===== src/rtl/qed_dup_feeder_if.sv =====
// ---------------------------------------------------------------------------
// qed_dup_feeder_if
// Groups the instruction handshake and status signals of the QED duplicate
// feeder into one bundle. The generator side (bench or upstream logic) uses
// the master modport, and the feeder itself uses the slave modport.
//
// Signals:
//   instruction  candidate instruction from the symbolic generator
//   exec_dup     request to leave the original phase and start duplicates
//   stall        pipeline cannot accept an instruction this cycle
//   qed_inst     registered instruction presented to the fetch port
//   qed_valid    qed_inst is a counted original or duplicate, not filler
//   orig_cnt     originals issued so far
//   dup_cnt      duplicates issued so far
//   qed_ready    equal nonzero counts and phase DONE
//   fifo_full    original-instruction buffer is full
//   phase        current phase (0 ORIG, 1 DUP, 2 DONE)
// ---------------------------------------------------------------------------
interface qed_dup_feeder_if #(
   parameter int INSN_LEN = 32,
   parameter int DEPTH    = 16
);
   localparam int CNT_W = $clog2(DEPTH) + 1;

   logic [INSN_LEN-1:0] instruction;
   logic                exec_dup;
   logic                stall;
   logic [INSN_LEN-1:0] qed_inst;
   logic                qed_valid;
   logic [CNT_W-1:0]    orig_cnt;
   logic [CNT_W-1:0]    dup_cnt;
   logic                qed_ready;
   logic                fifo_full;
   logic [1:0]          phase;

   // The instruction source drives the request side and watches the status
   modport master (
      output instruction, exec_dup, stall,
      input  qed_inst, qed_valid, orig_cnt, dup_cnt, qed_ready, fifo_full, phase
   );

   // The feeder consumes the request side and drives the status
   modport slave (
      input  instruction, exec_dup, stall,
      output qed_inst, qed_valid, orig_cnt, dup_cnt, qed_ready, fifo_full, phase
   );
endinterface


===== src/rtl/qed_dup_feeder.sv =====
// ---------------------------------------------------------------------------
// qed_dup_feeder
// Feeds a pipeline for QED-style self-consistency checking. In the ORIG phase
// each accepted instruction is issued and remembered in a small buffer. Once
// duplicates are requested, the buffered originals are re-issued in the same
// order with every nonzero register index (rd, rs1, rs2) moved up by
// REG_OFFSET, so the duplicates touch the upper register half only. When the
// buffer drains the block parks in DONE and reports qed_ready if both halves
// saw the same nonzero number of instructions.
//
// Parameters:
//   INSN_LEN    instruction width in bits (field layout assumes >= 32)
//   DEPTH       buffer depth, power of two, >= 2
//   REG_OFFSET  register-index offset applied to duplicates (modulo 32)
//
// Ports:
//   clk         single clock, rising edge
//   reset_x     asynchronous active-low reset
//   feedBus     qed_dup_feeder_if.slave bundle (see interface for signals)
//
// Configuration macro:
//   QED_FORCE_DUP_EN  when defined, a full buffer in ORIG switches to DUP on
//                     its own; otherwise extra instructions are dropped and
//                     the block waits in ORIG for exec_dup.
// ---------------------------------------------------------------------------
module qed_dup_feeder #(
   parameter int INSN_LEN   = 32,
   parameter int DEPTH      = 16,
   parameter int REG_OFFSET = 16
) (
   input  logic clk,
   input  logic reset_x,
   qed_dup_feeder_if.slave feedBus
);

   localparam int CNT_W = $clog2(DEPTH) + 1;
   localparam int PTR_W = $clog2(DEPTH);
   localparam logic [INSN_LEN-1:0] NOP = INSN_LEN'(32'h00000013);
   localparam logic [4:0] REG_OFF5 = 5'(REG_OFFSET % 32);
   localparam logic [CNT_W-1:0] CNT_MAX = CNT_W'(DEPTH);

   typedef enum logic [1:0] {
      ORIG = 2'd0,
      DUP  = 2'd1,
      DONE = 2'd2
   } phase_t;

   phase_t              phase_q, phase_d;
   logic [INSN_LEN-1:0] qedInst_q, qedInst_d;
   logic                qedValid_q, qedValid_d;
   logic [CNT_W-1:0]    origCnt_q, origCnt_d;
   logic [CNT_W-1:0]    dupCnt_q, dupCnt_d;
   logic [CNT_W-1:0]    fifoCount_q, fifoCount_d;
   logic [PTR_W-1:0]    wrPtr_q, wrPtr_d;
   logic [PTR_W-1:0]    rdPtr_q, rdPtr_d;
   logic                pushEn;
   logic                fifoFull;
   logic                fifoEmpty;

   logic [INSN_LEN-1:0] origMem [DEPTH];

   // Register fields are remapped independently; a zero index means x0 and
   // must stay x0 so the duplicate keeps the same hard-wired-zero semantics.
   function automatic logic [INSN_LEN-1:0] makeDup(input logic [INSN_LEN-1:0] insn);
      logic [INSN_LEN-1:0] dupInsn;
      dupInsn = insn;
      if (insn[11:7] != 5'd0) begin
         dupInsn[11:7] = insn[11:7] + REG_OFF5;
      end
      if (insn[19:15] != 5'd0) begin
         dupInsn[19:15] = insn[19:15] + REG_OFF5;
      end
      if (insn[24:20] != 5'd0) begin
         dupInsn[24:20] = insn[24:20] + REG_OFF5;
      end
      return dupInsn;
   endfunction

   assign fifoFull  = (fifoCount_q == CNT_MAX);
   assign fifoEmpty = (fifoCount_q == '0);

   // Next-state logic. A stalled pipeline freezes everything, so all work is
   // gated on stall being low. Whenever the pipeline does accept a slot and
   // nothing useful is issued, the slot is filled with a NOP marked invalid.
   // exec_dup is checked before the push so a request in the same cycle as a
   // candidate instruction wins and the instruction is discarded.
   always_comb begin
      phase_d     = phase_q;
      qedInst_d   = qedInst_q;
      qedValid_d  = qedValid_q;
      origCnt_d   = origCnt_q;
      dupCnt_d    = dupCnt_q;
      fifoCount_d = fifoCount_q;
      wrPtr_d     = wrPtr_q;
      rdPtr_d     = rdPtr_q;
      pushEn      = 1'b0;

      if (!feedBus.stall) begin
         qedInst_d  = NOP;
         qedValid_d = 1'b0;
         case (phase_q)
            ORIG: begin
               if (feedBus.exec_dup) begin
                  if (origCnt_q != '0) begin
                     phase_d = DUP;
                  end
               end else if (fifoFull) begin
`ifdef QED_FORCE_DUP_EN
                  phase_d = DUP;
`else
                  phase_d = ORIG;
`endif
               end else begin
                  pushEn      = 1'b1;
                  qedInst_d   = feedBus.instruction;
                  qedValid_d  = 1'b1;
                  wrPtr_d     = wrPtr_q + PTR_W'(1);
                  fifoCount_d = fifoCount_q + CNT_W'(1);
                  if (origCnt_q != CNT_MAX) begin
                     origCnt_d = origCnt_q + CNT_W'(1);
                  end
               end
            end
            DUP: begin
               if (!fifoEmpty) begin
                  qedInst_d   = makeDup(origMem[rdPtr_q]);
                  qedValid_d  = 1'b1;
                  rdPtr_d     = rdPtr_q + PTR_W'(1);
                  fifoCount_d = fifoCount_q - CNT_W'(1);
                  if (dupCnt_q != CNT_MAX) begin
                     dupCnt_d = dupCnt_q + CNT_W'(1);
                  end
               end else begin
                  phase_d = DONE;
               end
            end
            default: begin
               // DONE and the unused encoding both just idle with NOPs
               phase_d = phase_q;
            end
         endcase
      end
   end

   // State register. Reset returns to an empty ORIG phase with a NOP on the
   // fetch port; buffer contents are left alone since the pointers and count
   // already mark it empty.
   always_ff @(posedge clk or negedge reset_x) begin
      if (!reset_x) begin
         phase_q     <= ORIG;
         qedInst_q   <= NOP;
         qedValid_q  <= 1'b0;
         origCnt_q   <= '0;
         dupCnt_q    <= '0;
         fifoCount_q <= '0;
         wrPtr_q     <= '0;
         rdPtr_q     <= '0;
      end else begin
         phase_q     <= phase_d;
         qedInst_q   <= qedInst_d;
         qedValid_q  <= qedValid_d;
         origCnt_q   <= origCnt_d;
         dupCnt_q    <= dupCnt_d;
         fifoCount_q <= fifoCount_d;
         wrPtr_q     <= wrPtr_d;
         rdPtr_q     <= rdPtr_d;
      end
   end

   // Buffer storage has no reset so it can map onto plain memory
   always_ff @(posedge clk) begin
      if (pushEn) begin
         origMem[wrPtr_q] <= feedBus.instruction;
      end
   end

   assign feedBus.qed_inst  = qedInst_q;
   assign feedBus.qed_valid = qedValid_q;
   assign feedBus.orig_cnt  = origCnt_q;
   assign feedBus.dup_cnt   = dupCnt_q;
   assign feedBus.fifo_full = fifoFull;
   assign feedBus.phase     = phase_q;

   // Ready needs both halves to have run the same nonzero number of
   // instructions, and the encoding 3 counts as DONE
   assign feedBus.qed_ready = (phase_q != ORIG) && (phase_q != DUP) &&
                              (origCnt_q == dupCnt_q) && (origCnt_q != '0);

endmodule


===== src/flat_wrapper.sv =====
// flat-port wrapper written by rule: the top's interface ports become plain ports
module qed_dup_feeder_flat 
#(
   parameter int INSN_LEN   = 32,
   parameter int DEPTH      = 16,
   parameter int REG_OFFSET = 16
)
  (clk, reset_x, feedBus_instruction, feedBus_exec_dup, feedBus_stall, feedBus_qed_inst, feedBus_qed_valid, feedBus_orig_cnt, feedBus_dup_cnt, feedBus_qed_ready, feedBus_fifo_full, feedBus_phase);
  qed_dup_feeder_if #(.INSN_LEN(INSN_LEN), .DEPTH(DEPTH)) feedBus_i ();
  input  logic clk;
  input  logic reset_x;
  input wire logic [$bits(feedBus_i.instruction)-1:0] feedBus_instruction;
  input wire logic [$bits(feedBus_i.exec_dup)-1:0] feedBus_exec_dup;
  input wire logic [$bits(feedBus_i.stall)-1:0] feedBus_stall;
  output wire logic [$bits(feedBus_i.qed_inst)-1:0] feedBus_qed_inst;
  output wire logic [$bits(feedBus_i.qed_valid)-1:0] feedBus_qed_valid;
  output wire logic [$bits(feedBus_i.orig_cnt)-1:0] feedBus_orig_cnt;
  output wire logic [$bits(feedBus_i.dup_cnt)-1:0] feedBus_dup_cnt;
  output wire logic [$bits(feedBus_i.qed_ready)-1:0] feedBus_qed_ready;
  output wire logic [$bits(feedBus_i.fifo_full)-1:0] feedBus_fifo_full;
  output wire logic [$bits(feedBus_i.phase)-1:0] feedBus_phase;
  assign feedBus_i.instruction = feedBus_instruction;
  assign feedBus_i.exec_dup = feedBus_exec_dup;
  assign feedBus_i.stall = feedBus_stall;
  assign feedBus_qed_inst = feedBus_i.qed_inst;
  assign feedBus_qed_valid = feedBus_i.qed_valid;
  assign feedBus_orig_cnt = feedBus_i.orig_cnt;
  assign feedBus_dup_cnt = feedBus_i.dup_cnt;
  assign feedBus_qed_ready = feedBus_i.qed_ready;
  assign feedBus_fifo_full = feedBus_i.fifo_full;
  assign feedBus_phase = feedBus_i.phase;
  qed_dup_feeder #(.INSN_LEN(INSN_LEN), .DEPTH(DEPTH), .REG_OFFSET(REG_OFFSET)) u_core (.clk(clk), .reset_x(reset_x), .feedBus(feedBus_i));
endmodule

===== config.mk =====
export PLATFORM = sky130hd
export DESIGN_NAME = qed_dup_feeder_flat
export DESIGN_NICKNAME = d
export VERILOG_FILES = /design/src/rtl/qed_dup_feeder_if.sv /design/src/rtl/qed_dup_feeder.sv /design/src/flat_wrapper.sv
export SDC_FILE = /design/constraint.sdc
export NUM_CORES = 1
export LEC_CHECK = 0
export BUFFER_PORTS_ARGS = -buffer_cell sky130_fd_sc_hd__buf_4
export CAP_MARGIN = 25
export CELL_PAD_IN_SITES_DETAIL_PLACEMENT = 1
export CELL_PAD_IN_SITES_GLOBAL_PLACEMENT = 2
export CORE_MARGIN = 2
export CORE_UTILIZATION = 36
export DETAILED_ROUTE_END_ITERATION = 10
export PLACE_DENSITY_LB_ADDON = 0.1
export SYNTH_ARGS = -nofsm -noshare
export SYNTH_HDL_FRONTEND = slang
export SYNTH_SLANG_ARGS = --single-unit

===== constraint.sdc =====
create_clock -name clk -period 4.9 [get_ports clk]
set_input_delay 0.245 -clock clk [delete_from_list [all_inputs] [get_ports clk]]
set_output_delay 0.245 -clock clk [all_outputs]
set_load 0.01 [all_outputs]

# After elaboration in Yosys (flattened, before gate mapping)
# Memory sizes are Yosys's and may differ from the RTL's.
# Cells that the tools add are included.
# totals
reg_bits,58
latchBits,0
mem_bits_rw,512
mem_bits_ro,0
input_bits,36
output_inout_bits,47
memories,1
# memory_table
memory,words,word_bits,rd,rd_clocked_by_memory_dff,write_ports,line,text
u_core.origMem,16,32,1,0,1,qed_dup_feeder.sv:60,logic [INSN_LEN-1:0] origMem [DEPTH];
# op_classes
n_addsub,9
mul,0
div,0
order_cmp,0
eq_ne,12
shift,0
n_mux,24
bitwise,4
reduce_logical,17
# ops
op,n
two-way mux 32 bit,3
one-hot mux 32 bit (2 select lines),1
two-way mux 5 bit,6
nonzero test 5 bit,4
adder 5 x 1 -> 5 bit (second input constant),3
adder 5 bit (second input constant),3
AND reduction 5 bit,3
!= test 5 bit (second input constant),2
one-hot mux 5 bit (2 select lines),1
adder 4 x 1 -> 4 bit (second input constant),2
two-way mux 2 bit,4
AND reduction 4 bit,2
two-way mux 1 bit,7
!= test 2 bit (second input constant),3
equality test 5 bit,1
equality test 5 bit (second input constant),1
logical NOT 5 bit,1
subtractor 5 x 1 -> 5 bit (second input constant),1
!= test 2 x 1 -> 1 bit (second input constant),2
inverter 1 bit,4
one-hot mux 2 bit (2 select lines),1
nonzero test 2 bit,2
logical AND 1 bit,3
!= test 3 x 2 -> 1 bit (second input constant),1
5 further kinds,5

# Depth between registers and ports, before layout
# Gate-level depths: netlist of run 1.
# depth
depth_word,7
ltp_mapped,9
mapped_depth_nobuf,8

# Worst setup path before layout of run 1
# OpenSTA, ideal clock, no wires.
# synth_path
path_kind,register to register
startpoint,register u_core.fifoCount_q[0]
endpoint,memory u_core.origMem[3][0] (enable)
arrival_time_ns,3.636
required_time_ns,4.439
path_slack_ns,0.803
path_stages_with_launch,8
period_less_slack_ns,4.097
cell_sequence,dfrtp_1 nor4_1 and2_1 nor4_2 and2_1 buf_2 nand2_1 nor3_1
# synth_via
elab_chain_len,7
# synth_rtl
item,line,text
"start, declared",qed_dup_feeder.sv:53,"logic [CNT_W-1:0] fifoCount_q, fifoCount_d;"
"start signal, assigned",qed_dup_feeder.sv:164,fifoCount_q <= fifoCount_d;
equality test 5 bit,qed_dup_feeder.sv:79,assign fifoFull = (fifoCount_q == CNT_MAX);
via feedBus_fifo_full,flat_wrapper.sv:20,output wire logic [$bits(feedBus_i.fifo_full)-1:0] feedBus_fifo_full;
two-way mux 1 bit,qed_dup_feeder.sv:107,end else if (fifoFull) begin
two-way mux 1 bit,qed_dup_feeder.sv:103,if (feedBus.exec_dup) begin
two-way mux 1 bit,qed_dup_feeder.sv:101,case (phase_q)
two-way mux 1 bit,qed_dup_feeder.sv:98,if (!feedBus.stall) begin
two-way mux 1 bit,qed_dup_feeder.sv:172,if (pushEn) begin
two-way mux 1 bit (implied by the code),qed_dup_feeder.sv:173,origMem[wrPtr_q] <= feedBus.instruction;
"end, declared",qed_dup_feeder.sv:60,
# The timed path passes the listed nets, and every way through them passes these cells.

# Final worst setup path of run 1
# layout_path
startpoint,register u_core.rdPtr_q[0]
endpoint,"register u_core.qedInst_q[20], in the netlist u_core.feedBus.qed_inst[20]"
# layout_via
elab_chain_len,5
elab_cells_between_ends,6
# layout_rtl
item,line,text
"start, declared",qed_dup_feeder.sv:55,"logic [PTR_W-1:0] rdPtr_q, rdPtr_d;"
"start signal, assigned",qed_dup_feeder.sv:166,rdPtr_q <= rdPtr_d;
memory read (16 x 32 bit) *,n/a,
adder 5 bit or nonzero test 5 bit (tied branches),"qed_dup_feeder.sv:74, qed_dup_feeder.sv:73",
two-way mux 5 bit *,qed_dup_feeder.sv:73,if (insn[24:20] != 5'd0) begin
two-way mux 32 bit *,qed_dup_feeder.sv:125,if (!fifoEmpty) begin
one-hot mux 32 bit (2 select lines) *,qed_dup_feeder.sv:101,
"end signal, assigned",qed_dup_feeder.sv:160,qedInst_q <= qedInst_d;
"end, declared",qed_dup_feeder.sv:49,"logic [INSN_LEN-1:0] qedInst_q, qedInst_d;"
# Mark *: on every way between the ends. The rest lies on a longest branch, timed or not.
# A chain may end at the register's enable or synchronous reset.

==> results of run 1 <==
==> stage by stage <==
step	hold slack (ns)	util [%]	area (sq um)	setup slack, ns
2_1_floorplan	-0.0506	-	22300	0.803
3_3_place_gp	0.244	39.1	24000	1.82
3_5_place_dp	0.250	39.1	24000	1.73
4_1_cts	0.106	42.8	26300	1.71
5_1_grt	0.134	42.8	26300	1.54
6_report	0.113	42.8	26300	1.73
==> placed cells by master, fill, tap and decap left out, types with 17 or more instances in the layout <==
| cell | n |
|---|---|
| dfrtp_1 | 52 |
| a221oi_1 | 27 |
| edfxtp_1 | 512 |
| clkbuf_1 | 23 |
| a221o_1 | 17 |
| clkbuf_16 | 61 |
| nand2_1 | 45 |
| dlygate4sd3_1 | 34 |
| a22oi_1 | 21 |
| buf_4 | 115 |
| o21ai_0 | 35 |
| mux4_2 | 112 |
| mux2i_1 | 60 |
==> area by class of cell <==
| class | instances | area, sq um | area share, % |
|---|---|---|---|
| clock buffers | 91 | 1710 | 6.49 |
| well taps | 790 | 988 | 3.76 |
| clock inverters | 23 | 239 | 0.908 |
| multi-input cells | 465 | 5230 | 19.9 |
| flip-flops and latches | 570 | 16800 | 64.0 |
| repair buffers | 152 | 1260 | 4.80 |
| inverters | 12 | 45.0 | 0.171 |
==> flip-flops by register name, indices dropped and copies added, names as in the netlist <==
register and count:
u_core.feedBus.orig_cnt 5, u_core.rdPtr_q 4, u_core.feedBus.phase 2, u_core.feedBus.dup_cnt 5, u_core.feedBus.qed_valid 1, u_core.wrPtr_q 4, u_core.feedBus.qed_inst 32, u_core.fifoCount_q 5
u_core.origMem 512
==> cells by family (layout without fill, tap and decap cells) <==
kind of cell | Yosys count | in the layout | synth area share (%)
DFF | 570 | 570 | 75.3
muxes | 179 | 179 | 14.3
and+or+nand+nor | 126 | 126 | 2.77
AOI/OAI and AO/OA | 123 | 123 | 4.05
buffers and inverters | 74 | 278 | 1.83
xor gates and xnor gates | 24 | 24 | 0.941
adders and majority gates | 13 | 13 | 0.762
==> worst reg2reg max path, delay by kind of cell, from the launching register on <==
kind | cells | cell delay, ns
compound gates | 5 | 1.51
buf+inv | 2 | 0.83
flops | 1 | 0.60
mux | 1 | 0.15
==> final timing paths <==
path	start	endpoint	slack [ns]	depth (start not counted)
max in group asynchronous	reset_x	u_core.rdPtr_q[1]$_DFFE_PN0P_	3.69	3
hold reg to reg	u_core.feedBus.qed_valid$_DFFE_PN0N_	u_core.feedBus.qed_valid$_DFFE_PN0N_	0.48	2
setup / recovery	u_core.rdPtr_q[0]$_DFFE_PN0P_	u_core.feedBus.qed_inst[20]$_DFFE_PN0N_	1.73	8
min in group clk	feedBus_stall	u_core.feedBus.qed_valid$_DFFE_PN0N_	0.23	3
hold / removal	reset_x	u_core.feedBus.qed_inst[22]$_DFFE_PN0N_	0.11	2
setup reg to reg	u_core.rdPtr_q[0]$_DFFE_PN0P_	u_core.feedBus.qed_inst[20]$_DFFE_PN0N_	1.73	8
==> cell usage after synthesis (2+ instances only) <==
| cell type | n |
|---|---|
| xor2_1 | 8 |
| buf_2 | 11 |
| buf_6 | 14 |
| buf_1 | 5 |
| a21oi_1 | 8 |
| mux2i_1 | 60 |
| a21boi_0 | 3 |
| a21o_1 | 2 |
| nor2_1 | 28 |
| inv_1 | 11 |
| o221ai_1 | 3 |
| nand2_1 | 45 |
| mux2_2 | 7 |
| o21ai_0 | 35 |
| nor3b_1 | 3 |
| dfstp_2 | 3 |
| nand3_1 | 6 |
| o221a_2 | 3 |
| ha_1 | 12 |
| mux4_2 | 112 |
| a221o_1 | 17 |
| a22oi_1 | 21 |
| nand2b_1 | 3 |
| a221oi_1 | 27 |
| and3_1 | 15 |
| nor3_1 | 4 |
| clkbuf_1 | 29 |
| nor2b_1 | 3 |
| dfrtp_1 | 55 |
| a31oi_1 | 2 |
| and2_1 | 3 |
| edfxtp_1 | 512 |
| buf_4 | 3 |
| xnor2_1 | 16 |
| nand4_1 | 5 |
| nor4_2 | 2 |
| nor4_1 | 5 |
==> power breakdown <==
group | internal [mW] | total [mW] | leakage [nW] | switching, mW
Combinational | 1.53 | 3.21 | 2.58 | 1.68
Clock | 2.57 | 4.51 | 0.941 | 1.94
Sequential | 5.46 | 5.74 | 5.35 | 0.277
==> routing by layer <==
layer | wire (um) | global-route usage [%] | share of wire (%)
met1 | 26900 | 26.8 | 44
met2 | 30200 | 32.5 | 50
met3 | 2530 | 2.79 | 4.2
met4 | 1110 | 4.67 | 1.8
met5 | 0 | 0 | 0
==> impl_metrics.py, run 1 <==
metrics = {
    "run_status": {
        "status": "finished, final reports clean",
    },
    "pwr": {
        "power_density_nw_per_um2": 512,
        "p_total_mw": 13.5,
        "irDropWorstVdd_mv": 0.304,
        "p_leak_nw": 8.87,
    },
    "placement": {
        "dp.cells": 1955,
        "place_congestion": 0.703,
        "hpwl_um": 31300,
        "portBuffers": 82,
    },
    "clocking": {
        "post_cts_buffers": 0,
        "numCtsBuffers": 61,
        "tritoncts": "yes",
        "clockBufferDepth": 3,
        "path_clk_slew_ns": 0.06,
        "clkLatencyLatePin_ns": 0.65,
        "cts_max_level": 2,
        "ctsResizeCount": 0,
        "clock-sinks": 570,
        "cts.hold.buffers_added": 34,
        "root_buffer": "clkbuf_16",
    },
    "timing": {
        "slew_headroom_pct": 33.6,
        "setup-tns-final_ns": 0,
        "worst_slew_pin_slew_ns": 0.997,
        "maxSlewViolCount": 0,
        "fin_crit_sh_pct": 64.7,
        "rsz0062_at_grt": "false",
        "finClkSkew_ns": 0.0340,
        "hold_violations": 0,
        "max_freq_mhz": 315,
        "period_minus_slack_ns": 3.17,
        "finalSetupViolations": 0,
    },
    "synth": {
        "synth_warnings": 0,
        "synth_edf_count": 512,
        "seq_area_frac_synth_pct": 75.3,
        "netlist_instances": 1109,
        "ys_top_cells_by_area": "edfxtp_1 69%, mux4_2 11%, dfrtp_1 6.2%",
        "post-synth-top-area-cell": "edfxtp_1",
        "syn_area_sq_um": 22300,
        "syn_nets": 1158,
        "ys_ff_latch": 570,
        "avgSynthCellArea_sq_um": 20.1,
        "yosysUniqueCellTypes": 45,
        "synth_ff_type": "edfxtp_1",
        "synth-async-reset-ratio_pct": 10.2,
        "yosysTopAreaCellShare_pct": 68.8,
    },
    "routing": {
        "routed_wl_um": 60700,
        "wire_per_inst_um": 28.9,
        "final_antenna_net_count": 0,
        "viasPerCell": 5.44,
        "route.detailed.drc": 0,
        "dr.pass1.iters": 5,
        "route.vias.total": 11400,
        "drtIter0Drc": 808,
    },
    "global_routing": {
        "grt_pass1_vias": 12200,
        "grt_pass1_wl_um": 88200,
        "globalRouteTotalUtil_pct": 19.4,
        "antenna_found_initial": 0,
        "grt_start_max_net_pins": 76,
        "grt-ovfl-total": 0,
    },
    "layout": {
        "drive_gt1_share_pct": 26.9,
        "n_fill_cell": 5790,
        "nNetsFinal": 1311,
        "final_cells": 2103,
        "num_antenna_cells": 0,
        "area_growth_pct": 17.8,
    },
    "floorplanning": {
        "design.die.area_sq_um": 64100,
        "coreArea_sq_um": 61500,
        "initial_core_util_pct": 36.3,
        "num_rows": 91,
        "die_x_um": 253,
        "pin_count": 83,
        "die_height_um": 253,
    },
    "critical_path": {
        "cp_top_family": "compound AO/OA/AOI/OAI gates",
        "worstPathMaxFanout": 45,
        "crit_path_end_kind": "flip-flop",
        "crit_path_start_kind": "flip-flop",
        "path_cells": "buf_12 > buf_4 > mux2i_1 > a221oi_1 > o21ai_0 > a21oi_1 > a22oi_1 > o21ai_0",
        "critPathArrivalTime_ns": 3.71,
        "crit_path_max_incr_delay_ns": 0.60,
        "critPathKind": "reg2reg",
        "crit_buf_inv": 2,
        "worst_path_most_repeated_cell": "o21ai_0",
        "cp_slowest_cell": "dfrtp_4",
        "required_ns": 5.43,
    },
    "worst_hold_path": {
        "hold_path_class": "in2async",
    },
    "flow_run": {
        "drv_cap": 0,
    },
}
(Power assumes the default switching activity.)
==> run 2, diff against run 1 <==
==> constraint.sdc (replaced) <==
create_clock -name clk -period 2.7 [get_ports clk]
set_input_delay 0.135 -clock clk [delete_from_list [all_inputs] [get_ports clk]]
set_output_delay 0.135 -clock clk [all_outputs]
set_load 0.01 [all_outputs]
==> run 2 against run 1 <==
Effect of this change: clock power is 78% higher; power is 86% higher; flip-flop and latch count stayed put; final cell count is 3.5% higher; worst setup slack worse by 1.5 ns; global-route usage is 0.21 points lower; utilization is 1.3 points higher; sequential share of layout area is 1.9 points lower; non-clock buffer count is 71 higher; clock skew is 0.023 ns lower; critical endpoint is now u_core.origMem[6][10]$_DFFE_PP_.
==> impl_metrics.py, run 2 (same netlist as run 1, synthesis figures left out) <==
metrics = {
    "floorplanning": {
        "num_rows": 91,
        "design.die.area_sq_um": 64100,
        "pin_count": 83,
        "die_x_um": 253,
        "coreArea_sq_um": 61500,
        "initial_core_util_pct": 36.3,
        "die_height_um": 253,
    },
    "worst_hold_path": {
        "min_path_cells": 5,
        "min-delay-start": "feedBus_stall",
        "hold_path_class": "in2reg",
        "min_to": "u_core.wrPtr_q[3]$_DFFE_PN0P_",
    },
    "placement": {
        "hpwl_um": 34600,
        "portBuffers": 82,
        "dp.cells": 2020,
        "place_congestion": 0.724,
    },
    "critical_path": {
        "critPathLaunch": "u_core.fifoCount_q[3]$_DFFE_PN0P_",
        "r2r-start": "u_core.fifoCount_q[3]$_DFFE_PN0P_",
        "r2r-end": "u_core.origMem[6][10]$_DFFE_PP_",
        "worstPathMaxFanout": 20,
        "crit_path_max_incr_delay_ns": 0.53,
        "worst_path_most_repeated_cell": "and2_1",
        "crit_path_start_kind": "flip-flop",
        "required_ns": 3.00,
        "critPathKind": "reg2reg",
        "critPathArrivalTime_ns": 2.81,
        "cp_top_family": "simple AND/OR/NAND/NOR gates",
        "crit_buf_inv": 2,
        "r2r_cells": 8,
        "cp_slowest_cell": "nor2_4",
        "path_cells": "nor4_1 > and2_1 > nor4_4 > and2_1 > nand2_1 > buf_4 > nor2_4 > buf_12",
        "crit_path_end_kind": "flip-flop",
        "worst-r2r-setup-slack_ns": 0.19,
    },
    "layout": {
        "drive_gt1_share_pct": 31.0,
        "largest_reg_flops": 512,
        "nNetsFinal": 1382,
        "final_cells": 2176,
        "final_cell_mix": "512 x edfxtp_1, 164 x buf_4, 112 x mux4_2",
        "num_antenna_cells": 0,
        "area_growth_pct": 21.4,
        "largest-register": "u_core.origMem",
        "final_common_cell": "edfxtp_1",
    },
    "global_routing": {
        "grt_pass1_wl_um": 87700,
        "grt_pass1_vias": 12400,
        "antenna_found_initial": 2,
        "grt-ovfl-total": 0,
        "globalRouteTotalUtil_pct": 19.2,
        "grt_start_max_net_pins": 51,
    },
    "routing": {
        "dr.pass1.iters": 5,
        "route.vias.total": 11500,
        "final_antenna_net_count": 0,
        "wire_per_inst_um": 27.6,
        "viasPerCell": 5.29,
        "drtIter0Drc": 1000,
        "routed_wl_um": 60000,
        "route.detailed.drc": 0,
    },
    "timing": {
        "maxSlewViolCount": 0,
        "fin_crit_sh_pct": 93.0,
        "period_minus_slack_ns": 2.51,
        "hold_violations": 0,
        "worst_slew_pin_slew_ns": 0.805,
        "slew_headroom_pct": 46.4,
        "setup-tns-final_ns": 0,
        "finClkSkew_ns": 0.0111,
        "finalSetupViolations": 0,
        "max_freq_mhz": 398,
    },
    "clocking": {
        "numCtsBuffers": 61,
        "cts_max_level": 2,
        "clkLatencyLatePin_ns": 0.62,
        "root_buffer": "clkbuf_16",
        "path_clk_slew_ns": 0.06,
        "clockBufferDepth": 3,
        "clock-sinks": 570,
        "tritoncts": "yes",
    },
    "pwr": {
        "p_clk_share_pct": 32.1,
        "p_leak_nw": 9.30,
        "intPower_mw": 17.9,
        "switching_share_pct": 28.3,
        "pwr-share-comb_pct": 26.9,
        "seq_power_share_pct": 41.1,
        "net-switching-power_mw": 7.09,
        "power_density_nw_per_um2": 923,
        "irDropWorstVdd_mv": 0.506,
    },
    "flow_run": {
        "drv_cap": 0,
    },
    "run_status": {
        "status": "finished, final reports clean",
    },
}
## run 2: power by group through the flow
stage	clock [mW]	combinational, mW	sequential, mW
floorplan	0	4.28	10.4
global placement	0	6.69	10.5
detailed placement	0	6.72	10.5
CTS	8.27	6.78	10.3
global route	8.58	7.29	10.3
finish	8.03	6.72	10.3
## run 2: metrics by stage
step                      utilization [%]  power [mW]  hold slack, ns  cell area [sq um]  worst slack [ns]
after floorplan                         -        14.7          -0.161              22400            -0.435
after global placement               40.3        17.2           0.254              24800             0.112
after detailed placement             40.3        17.2           0.257              24800            0.0924
after CTS                            44.0        25.4          0.0240              27100            0.0651
after global routing                 44.1        26.2          0.0984              27100          -0.00219
final                                44.1        25.0          0.0635              27100             0.190
## run 2: worst min-delay path: cells and delay by family
kind	cells	cell delay, ns
xor+xnor	1	0.07
buf+inv	2	0.13
simple gates	2	0.30
## run 2: layer usage
| layer | global-route usage, % | routed length [um] |
|---|---|---|
| met1 | 27.8 | 28000 |
| met2 | 31.1 | 28800 |
| met3 | 2.41 | 2260 |
| met4 | 4.48 | 936 |
| met5 | 0 | 13 |
## run 2: worst max path at each step
stage	end	slack, ns	depth (start not counted)
5_1_grt	u_core.feedBus.qed_inst[19]$_DFFE_PN0N_	-0.002	9
6_report	u_core.origMem[6][10]$_DFFE_PP_	0.19	8
2_1_floorplan	u_core.origMem[12][0]$_DFFE_PP_	-0.43	7
4_1_cts	u_core.feedBus.qed_inst[11]$_DFFE_PN0N_	0.07	9
3_3_place_gp	u_core.feedBus.qed_inst[24]$_DFFE_PN0N_	0.11	7
3_5_place_dp	u_core.feedBus.qed_inst[11]$_DFFE_PN0N_	0.09	9
## run 2: repair_timing
item	CTS	global route
hold endpoints to repair	575	0
gates resized for setup	0	1
setup buffers	0	6
endpoints found under the setup margin	0	4
hold buffers	34	0
## run 2: final cells by class
| cell class | instances | area (sq um) |
|---|---|---|
| Tap cell | 790 | 988 |
| Timing Repair Buffer | 223 | 2060 |
| Inverter | 12 | 45.0 |
| Sequential cell | 570 | 16800 |
| Multi-Input combinational cell | 465 | 5260 |
| Clock buffer | 84 | 1690 |
| Clock inverter | 32 | 236 |
| Fill cell | 5756 | 34400 |
==> run 3, diff against run 2 <==
--- a/config.mk
+++ b/config.mk
@@ -13,6 +13,8 @@
 export CORE_UTILIZATION = 36
 export DETAILED_ROUTE_END_ITERATION = 10
 export PLACE_DENSITY_LB_ADDON = 0.1
+export RECOVER_POWER = 50
+export SETUP_SLACK_MARGIN = 0.4
 export SYNTH_ARGS = -nofsm -noshare
 export SYNTH_HDL_FRONTEND = slang
 export SYNTH_SLANG_ARGS = --single-unit
==> run 3 against run 2 <==
Effect of this change: the flow now finishes with violations (capacitance limit, slew limit); sequential share of layout area down 1.8 points; utilization up 1.3 points; sequential power about the same; flip-flop and latch count unchanged; die area unchanged; maximum frequency up 7.9%; clock power up 10%; final area up 3.1%; worst setup slack better by 0.18 ns; routed wire length up 4.8%.
==> impl_metrics.py, run 3 (same netlist as run 1, synthesis figures left out) <==
metrics = {
    "timing": {
        "hold_violations": 0,
        "slew_headroom_pct": -40.6,
        "rsz0062_at_grt": "true",
        "period_minus_slack_ns": 2.33,
        "fin_crit_sh_pct": 86.2,
        "finClkSkew_ns": 0.0223,
        "maxSlewViolCount": 30,
        "max_freq_mhz": 430,
        "worst_slew_pin_slew_ns": 2.11,
        "setup-tns-final_ns": 0,
        "finalSetupViolations": 0,
    },
    "run_status": {
        "status": "finished with violations",
        "failed_checks": "capacitance limit, slew limit",
    },
    "global_routing": {
        "grt_use_met3_pct": 3.47,
        "grt-busiest-layer": "met2",
        "grt-ovfl-total": 0,
        "grt_pass1_wl_um": 90200,
        "grt_pass1_vias": 12600,
        "globalRouteTotalUtil_pct": 20.0,
        "use_met1_pct": 28.0,
        "grt_start_max_net_pins": 57,
        "grt_use_met2_pct": 32.5,
        "antenna_found_initial": 2,
    },
    "pwr": {
        "p_leak_nw": 9.44,
        "irDropWorstVdd_mv": 0.513,
        "net-switching-power_mw": 7.58,
        "pwr-share-comb_pct": 27.8,
        "seq_power_share_pct": 39.0,
        "intPower_mw": 19.0,
        "p_clk_share_pct": 33.2,
        "power_density_nw_per_um2": 951,
        "switching_share_pct": 28.5,
    },
    "routing": {
        "final_antenna_net_count": 0,
        "wire_per_inst_um": 28.7,
        "routed_wl_um": 62900,
        "viasPerCell": 5.39,
        "route.detailed.drc": 0,
        "route.vias.total": 11800,
        "drtIter0Drc": 875,
        "dr.pass1.iters": 5,
    },
    "critical_path": {
        "r2r_cells": 5,
        "crit_path_start_kind": "flip-flop",
        "critPathKind": "reg2reg",
        "crit_path_end_kind": "flip-flop",
        "worst-r2r-setup-slack_ns": 0.37,
        "required_ns": 3.15,
        "worstPathMaxFanout": 10,
        "critPathArrivalTime_ns": 2.78,
    },
    "layout": {
        "largest-register": "u_core.origMem",
        "final_core_util_pct": 45.5,
        "final_cell_mix": "512 x edfxtp_1, 112 x mux4_2, 83 x buf_4",
        "num_antenna_cells": 0,
        "area_growth_pct": 25.1,
        "nNetsFinal": 1401,
        "drive_gt1_share_pct": 30.2,
        "n_fill_cell": 5757,
        "final_common_cell": "edfxtp_1",
        "largest_reg_flops": 512,
    },
    "clocking": {
        "tritoncts": "yes",
        "numCtsBuffers": 67,
        "path_clk_slew_ns": 0.06,
        "cts_max_level": 3,
        "clockBufferDepth": 3,
        "clkLatencyLatePin_ns": 0.59,
        "root_buffer": "clkbuf_16",
        "clock-sinks": 570,
    },
    "floorplanning": {
        "initial_core_util_pct": 36.3,
        "coreArea_sq_um": 61500,
        "die_height_um": 253,
        "die_x_um": 253,
        "pin_count": 83,
        "num_rows": 91,
        "design.die.area_sq_um": 64100,
    },
    "placement": {
        "portBuffers": 82,
        "hpwl_um": 34300,
        "place_congestion": 0.709,
    },
    "worst_hold_path": {
        "hold_path_class": "in2reg",
        "min_path_cells": 4,
    },
    "flow_run": {
        "drv_cap": 1,
    },
}
run 3: area by class of cell:
class                      instances  area (sq um)  area share, %
clock buffer                      93          1870           6.68
timing repair buffer             236          2450           8.76
clock inverter                    27           264          0.945
multi-input combinational        465          5490           19.6
sequential                       570         16800           60.3
tap                              790           988           3.54
inverter                          12          45.0          0.161
run 3: power groups by stage:
stage / Combinational, mW / Sequential (mW) / Clock, mW
after global routing: 7.96 / 10.4 / 9.36
after detailed placement: 6.49 / 10.6 / 0
after global placement: 6.43 / 10.6 / 0
after floorplan: 4.39 / 10.4 / 0
after CTS: 6.96 / 10.4 / 9.06
final: 7.38 / 10.4 / 8.83
run 3: metal layers:
metal	up-vias	share of wire, %	wire, um
met1	6402	45	28300
met4	2	1.7	1080
met3	72	4.5	2810
li1	5077	-	-
met5	-	0.029	18
met2	277	49	30700
run 3: worst paths after layout:
| path | from | endpoint |
|---|---|---|
| max in group asynchronous | reset_x | u_core.fifoCount_q[1]$_DFFE_PN0P_ |
| worst min register to register | u_core.feedBus.qed_valid$_DFFE_PN0N_ | u_core.feedBus.qed_valid$_DFFE_PN0N_ |
| worst max-delay path | u_core.rdPtr_q[0]$_DFFE_PN0P_ | u_core.feedBus.qed_inst[5]$_DFFE_PN0N_ |
| worst min-delay path | feedBus_exec_dup | u_core.feedBus.phase[0]$_DFFE_PN0P_ |
| worst max register to register | u_core.rdPtr_q[0]$_DFFE_PN0P_ | u_core.feedBus.qed_inst[5]$_DFFE_PN0N_ |
| min in group asynchronous | reset_x | u_core.feedBus.dup_cnt[0]$_DFFE_PN0P_ |
run 3: metrics by stage:
stage          hold WS, ns  area, sq um  setup WS [ns]  total power, mW  cells
2_1_floorplan       -0.161        22600          0.118             14.8   1109
3_3_place_gp         0.374        24800          0.150             17.0   1992
3_5_place_dp         0.376        24800          0.149             17.1   1992
4_1_cts              0.292        27700          0.329             26.4   2168
5_1_grt              0.454        27900          0.203             27.7   2193
6_report             0.463        27900          0.374             26.6   2193
run 3: critical path: stages, from the launching register on:
cell and delay [ns]:
dfrtp_4 0.49, buf_8 0.15, buf_12 0.16, mux4_2 0.52, mux4_2 0.52, a221o_1 0.34
run 3: timing repair:
action,in CTS,in global routing
setup buffers,17,19
cloned,4,5
endpoints found under the hold margin,575,0
setup endpoints to repair,267,100
pin swaps,6,19
gates resized for setup,25,45
hold buffers,35,0
